===== config.mk =====
export PLATFORM = sky130hd
export DESIGN_NAME = flag_branch_unit
export DESIGN_NICKNAME = d
export VERILOG_FILES = /design/src/rtl/flag_branch_unit.sv
export SDC_FILE = /design/constraint.sdc
export NUM_CORES = 1
export LEC_CHECK = 0
export CAP_MARGIN = 20
export CORE_UTILIZATION = 35
export DETAILED_ROUTE_END_ITERATION = 8
export REMOVE_ABC_BUFFERS = 1
export SYNTH_ARGS = -nofsm -noshare
export SYNTH_HDL_FRONTEND = slang
export SYNTH_SLANG_ARGS = --single-unit

===== constraint.sdc =====
create_clock -name clk -period 3.53 [get_ports clk]
set_clock_uncertainty 0.1 [all_clocks]
set_input_delay 0.353 -clock clk [delete_from_list [all_inputs] [get_ports clk]]
set_output_delay 0.353 -clock clk [all_outputs]
set_load 0.005 [all_outputs]

===== src/rtl/flag_branch_unit.sv =====
// Flag register plus branch condition/target resolver; 1-cycle result latency, 2 on a flag hazard.
// Decode is stalled one cycle when a branch needs flags still in execute, unless FLAG_FWD_EN forwards them.
module flag_branch_unit #(
  parameter int DW    = 16,
  parameter int IMM_W = 9
) (
  input  logic             clk,
  input  logic             rst_n,
  input  logic             ex_valid,
  input  logic [3:0]       ex_opcode,
  input  logic [2:0]       alu_flags,
  input  logic             br_valid,
  input  logic             br_is_reg,
  input  logic [2:0]       br_ccc,
  input  logic [DW-1:0]    pc_plus2,
  input  logic [IMM_W-1:0] br_imm,
  input  logic [DW-1:0]    br_reg,
  output logic             stall,
  output logic             res_valid,
  output logic             res_taken,
  output logic [DW-1:0]    res_target,
  output logic [2:0]       flags
);

  typedef enum logic {RUN, HOLD} state_t;

  state_t           state_q, state_d;
  logic [2:0]       flags_q;
  logic [2:0]       mask;
  logic [2:0]       flags_merged;
  logic             writes_flags;

  logic             h_is_reg;
  logic [2:0]       h_ccc;
  logic [DW-1:0]    h_pc;
  logic [IMM_W-1:0] h_imm;
  logic [DW-1:0]    h_reg;

  logic             stall_c, do_res, capture;
  logic             sel_is_reg;
  logic [2:0]       sel_ccc;
  logic [DW-1:0]    sel_pc, sel_reg, imm_ext, b_target;
  logic [IMM_W-1:0] sel_imm;
  logic [2:0]       eval_flags;
  logic             taken_c;

  function automatic logic cond_eval(input logic [2:0] ccc, input logic [2:0] f);
    logic z, v, n;
    z = f[2];
    v = f[1];
    n = f[0];
    case (ccc)
      3'b000:  cond_eval = ~z;
      3'b001:  cond_eval = z;
      3'b010:  cond_eval = ~z & ~n;
      3'b011:  cond_eval = n;
      3'b100:  cond_eval = z | ~n;
      3'b101:  cond_eval = n | z;
      3'b110:  cond_eval = v;
      default: cond_eval = 1'b1;
    endcase
  endfunction

  always_comb begin
    case (ex_opcode)
      4'b0000, 4'b0001:                   mask = 3'b111;
      4'b0010, 4'b0100, 4'b0101, 4'b0110: mask = 3'b100;
      default:                            mask = 3'b000;
    endcase
  end

  assign writes_flags = ex_valid & (|mask);
  // Masking with AND keeps undriven ALU bits out of the register.
  assign flags_merged = (flags_q & ~mask) | (alu_flags & mask);
  assign flags        = flags_q;

  always_comb begin
    state_d    = state_q;
    stall_c    = 1'b0;
    do_res     = 1'b0;
    capture    = 1'b0;
    sel_is_reg = br_is_reg;
    sel_ccc    = br_ccc;
    sel_pc     = pc_plus2;
    sel_imm    = br_imm;
    sel_reg    = br_reg;
    eval_flags = flags_q;
    case (state_q)
      RUN: begin
        if (br_valid) begin
`ifdef FLAG_FWD_EN
          do_res = 1'b1;
          if (writes_flags) eval_flags = flags_merged;
`else
          if (writes_flags) begin
            stall_c = 1'b1;
            capture = 1'b1;
            state_d = HOLD;
          end else begin
            do_res = 1'b1;
          end
`endif
        end
      end
      HOLD: begin
        do_res     = 1'b1;
        sel_is_reg = h_is_reg;
        sel_ccc    = h_ccc;
        sel_pc     = h_pc;
        sel_imm    = h_imm;
        sel_reg    = h_reg;
        state_d    = RUN;
      end
      default: state_d = RUN;
    endcase
  end

  assign stall    = stall_c & rst_n;
  assign imm_ext  = {{(DW-IMM_W){sel_imm[IMM_W-1]}}, sel_imm};
  assign b_target = sel_pc + {imm_ext[DW-2:0], 1'b0};
  assign taken_c  = cond_eval(sel_ccc, eval_flags);

  always_ff @(posedge clk or negedge rst_n) begin
    if (!rst_n) begin
      state_q    <= RUN;
      flags_q    <= 3'b000;
      res_valid  <= 1'b0;
      res_taken  <= 1'b0;
      res_target <= '0;
      h_is_reg   <= 1'b0;
      h_ccc      <= 3'b000;
      h_pc       <= '0;
      h_imm      <= '0;
      h_reg      <= '0;
    end else begin
      state_q   <= state_d;
      res_valid <= do_res;
      if (writes_flags) flags_q <= flags_merged;
      if (do_res) begin
        res_taken  <= taken_c;
        res_target <= taken_c ? (sel_is_reg ? sel_reg : b_target) : sel_pc;
      end
      if (capture) begin
        h_is_reg <= br_is_reg;
        h_ccc    <= br_ccc;
        h_pc     <= pc_plus2;
        h_imm    <= br_imm;
        h_reg    <= br_reg;
      end
    end
  end

endmodule


======== Yosys cells after proc, flatten, opt, wreduce, memory -nomap -nowiden ========
Index checks and enable logic that the tools add are counted.
cells by class
  add/subtract/negate cells ............... 1
  equality and inequality tests ........... 11
  multiplexer cells ....................... 16
  bitwise logic cells ..................... 12
  reduce and logical (&&, ||, !) cells .... 5
operators with widths
  cell                                                              number
  16-bit 2-to-1 mux                                                 4
  16-bit adder                                                      1
  4-bit by 3-bit == test with 1-bit output (second input constant)  3
  3-bit == test (second input constant)                             3
  9-bit 2-to-1 mux                                                  1
  1-bit one-hot mux with 7 select lines                             1
  3-bit AND                                                         2
  3-bit by 2-bit == test with 1-bit output (second input constant)  2
  1-bit 2-to-1 mux                                                  6
  3-bit one-hot mux with 2 select lines                             1
  4-bit by 1-bit == test with 1-bit output (second input constant)  1
  4-bit by 2-bit == test with 1-bit output (second input constant)  1
  4-bit zero test                                                   1
  1-bit one-hot mux with 2 select lines                             2
  4-bit OR reduction                                                1
  1-bit AND                                                         3
  3-bit by 1-bit == test with 1-bit output (second input constant)  1
  3-bit zero test                                                   1
  3-bit 2-to-1 mux                                                  1
  1-bit NOT                                                         3
  3-bit NOT                                                         1
  3-bit OR                                                          1
  3-bit OR reduction                                                1
  1-bit OR                                                          2
  2-bit OR reduction                                                1
storage, ports and cells
  flip-flop bits (word level) ............. 67
  bits of input ports ..................... 56
  output and inout bits ................... 22
  word-level logic and storage cells ...... 55

======== Longest topological paths before layout ========
  word-level depth ........................ 9
  gate-level depth with buffers ........... 15
  depth with buffers taken out ............ 11

======== Worst setup path before layout ========
OpenSTA, ideal clock, no wires.
  kind .................................... flip-flop to flip-flop
  start point ............................. register state_q
  end point ............................... register res_target[13]
  setup time .............................. 65 ps
  arrival time ............................ 3,501 ps
  required time ........................... 3,365 ps
  slack ................................... -137 ps
  stages on the path, launching flop included .. 14
  period minus slack after synthesis ...... 3,667 ps
  cells stage by stage .................... dfrtp_1 buf_6 clkbuf_1 buf_2 buf_2 mux2_2 ha_1 o21ai_0 a21oi_1 or2_2 a2111o_1 and3_1 nor3_1 o221a_2
between the ends
  longest elaborated chain between the ends .. 4
  elaborated cells between the ends (all ways) .. 18
  those cells by class .................... add/sub (1); eq/ne (6); mux (9); bitwise (1); reduce/logical (1)
RTL lines
  item                                                                        RTL line  source
  from (decl)                                                                 27        state_t state_q, state_d;
  from (signal assigned)                                                      136       state_q <= state_d;
  16-bit 2-to-1 mux (tied with other cells)                                   88        case (state_q)
  16-bit adder (tied with other cells)                                        120       assign b_target = sel_pc + {imm_ext[DW-2:0], 1'b0};
  16-bit 2-to-1 mux or 1-bit one-hot mux with 7 select lines (tied branches)  141, 52
  16-bit 2-to-1 mux                                                           141       res_target <= taken_c ? (sel_is_reg ? sel_reg : b_target) : sel_pc;
  to (signal assigned)                                                        141
  to (decl)                                                                   21        output logic [DW-1:0] res_target,
Several ways; a longest one is shown, not always the timed one.
A chain may end at the register's enable or synchronous reset.

======== Final worst setup path ========
Same ends and word-level chain as after synthesis.

==> results_dict.tcl <==
set metrics [dict create \
    critPathTopFamily "compound AO/OA/AOI/OAI gates" \
    viasPerCell 5.16 \
    drt_wl_total_um 10700 \
    syn_inst 470 \
    drcViolationCount 0 \
    fin_hold_ws_ps 163 \
    grt_pass1_vias 3526 \
    grt_max_degree 68 \
    synth.most_common_cell "nand2_1" \
    htree_num_levels 3 \
    grt_overflow_total 0 \
    slew_headroom 0.358 \
    worst_slew_pin_slew_ps 960 \
    yosys-top-cells-count "nand2_1, dfrtp_1, mux2_2, nor2_1, a21oi_1" \
    period_share 0.922 \
    die_area_um2 12000 \
    slew_viol_final 0 \
    syn_to_final_growth_pct 29.5 \
    ctsLongestPathBuffers 2 \
    drt_iter0_markers 239 \
    worst-path-stages 9 \
    hold_viol_final 0 \
    firstDrtPassIters 4 \
    power_density_nw_per_um2 522 \
    critPathBufInv 0 \
    row_count 38 \
    cts_hold_buf 0 \
    synth_top_cell_area_share 0.413 \
    cp_max_fo 24 \
    utilization 0.474 \
    max-cap-violations 0 \
    portBuffers 77 \
    post-cts-setup-buffer-count 0 \
    final.setup.tns_ps 0 \
    syn_area_um2 4060 \
    antennaDiodeCount 0 \
    cp.required_ps 3700 \
    synth_top_cells_by_area "dfrtp_1, nand2_1, mux2_2, ha_1, mux2i_1" \
    rsz0062_at_grt "false" \
    yosys.area.top_type "dfrtp_1" \
    avgSynthCellArea_um2 8.63 \
    ir_worst_vdd_uv 249 \
    ff2ff_setup_slack_ps 280 \
    vias 3533 \
    gp_congestion 0.867 \
    nNetsFinal 611 \
    power.leakage_nw 2.40 \
    cts_made_buffers 9 \
    core_region_area_um2 11100 \
    die_h_um 110 \
    insertion_delay_ps 330 \
    ys_seq_elements 67 \
    critPathKind "flop to flop" \
    ys_dominant_reg_cell "dfrtp_1" \
    start_kind "flop" \
    synth-async-reset-ratio 1.00 \
    io-pin-count 78 \
    routedWlPerCell_um 15.6 \
    clock_sinks 67 \
    outcome "finished, final reports clean" \
    path_cells "mux2_2, ha_1, o21ai_0, a21oi_1, or2_2, a2111o_1, and3_1, nor3_1, o221a_2" \
    drive_gt1_frac 0.105 \
    die_x_um 110 \
    hp-class "input port to asynchronous set/reset pin" \
    yosysUniqueCellTypes 53 \
    cts_resized 0 \
    ant_nets 0 \
    initial_utilization 0.366 \
    cp_data_arrival_time_ps 3430 \
    grt_pass1_wl_um 17400 \
    endpoint_kind "flop" \
    root_buffer "clkbuf_16" \
    hpwl_um 7220 \
    ys.warnings.count 0 \
    ys_seq_area_frac 0.413 \
    crit_slowest_cell "dfrtp_2" \
    clk_pin_slew_worst_paths_ps 60 \
    slowest_delay_ps 730 \
    power_mw 2.74 \
    track_usage 0.190 \
    synth_edf_count 0 \
    tritoncts "built" \
    min_period_ps 3250 \
    antenna_found_initial 0 \
    rr_worst_depth 9 \
    fmax_mhz 307 \
    finalSetupViolations 0 \
]
-- power by group --
| group | internal, mW | leakage (nW) | switching [mW] |
|---|---|---|---|
| combinational | 0.382 | 1.43 | 0.359 |
| clock | 0.638 | 0.157 | 0.335 |
| sequential | 0.926 | 0.818 | 0.102 |
| total | 1.95 | 2.40 | 0.796 |
-- metal layers --
layer	vias to the layer above	GRT usage	share of wire
met5	-	0	0
met1	1692	0.247	0.46
met3	7	0.0344	0.045
met4	0	0.0667	0.0086
li1	1757	-	-
met2	77	0.317	0.49
-- worst register-to-register path, cell delays in order (launching register included) --
cell and delay (ps):
dfrtp_2 730, mux2_2 480, ha_1 400, o21ai_0 250, a21oi_1 60, or2_2 280, a2111o_1 400, and3_1 180
nor3_1 120, o221a_2 200
-- final cells by class --
| type | instances | area, µm² |
|---|---|---|
| clock buffers | 12 | 246 |
| clock inverters | 4 | 73.8 |
| fillers | 1089 | 5820 |
| inverters | 5 | 18.8 |
| multi-input cells | 373 | 2240 |
| flip-flops and latches | 67 | 1680 |
| well taps | 140 | 175 |
| repair buffers | 84 | 818 |
-- placed cells by master, fill, tap and decap left out, types with 3 or more instances in the layout --
master / netlist / routed
buf_4: 0 / 7
and3_1: 4 / 4
a21o_1: 8 / 8
or3_1: 4 / 4
inv_1: 4 / 4
and2_1: 3 / 3
nand3_1: 5 / 5
nor2b_1: 6 / 6
o21ai_0: 8 / 8
nand2_1: 160 / 160
a21oi_1: 21 / 21
nor2_1: 22 / 22
a22oi_1: 4 / 4
a31oi_1: 7 / 7
o211ai_1: 5 / 5
a211oi_1: 3 / 3
xor2_1: 5 / 5
clkdlybuf4s50_1: 0 / 76
dfrtp_1: 67 / 66
mux2_2: 27 / 27
o21ai_1: 5 / 5
nor3_1: 7 / 7
clkbuf_16: 0 / 9
xnor2_1: 5 / 5
mux2i_1: 14 / 14
ha_1: 14 / 14
-- cell families (layout without fill, tap and decap cells) --
kind of cell             Yosys count  count (layout)  share of synthesized area
multiplexers                      43              43                      0.116
XOR/XNOR                          10              10                     0.0216
adder cells (fa/ha/maj)           15              15                     0.0481
AND/OR/NAND/NOR                  220             220                      0.225
buffers and inverters             30             105                     0.0339
flip-flops                        67              67                      0.413
AO/OA/AOI/OAI                     85              85                      0.142
-- worst paths after layout --
kind                           from              to
setup / recovery            state_q  res_target[13]
hold reg to reg            h_is_reg        h_is_reg
hold / removal                rst_n         h_pc[6]
min in group clk           h_is_reg        h_is_reg
setup reg to reg            state_q  res_target[13]
max in group asynchronous     rst_n         state_q
-- metrics by stage --
step / setup WS, ps / std cells / cell area [µm²]
finish: 275 / 685 / 5250
global route: 39.1 / 685 / 5250
CTS: 215 / 685 / 5250
detailed placement: 243 / 669 / 4930
global placement: 297 / 669 / 4930
floorplan: -233 / 445 / 3940
Note: power is estimated with default switching activity, not from simulation.
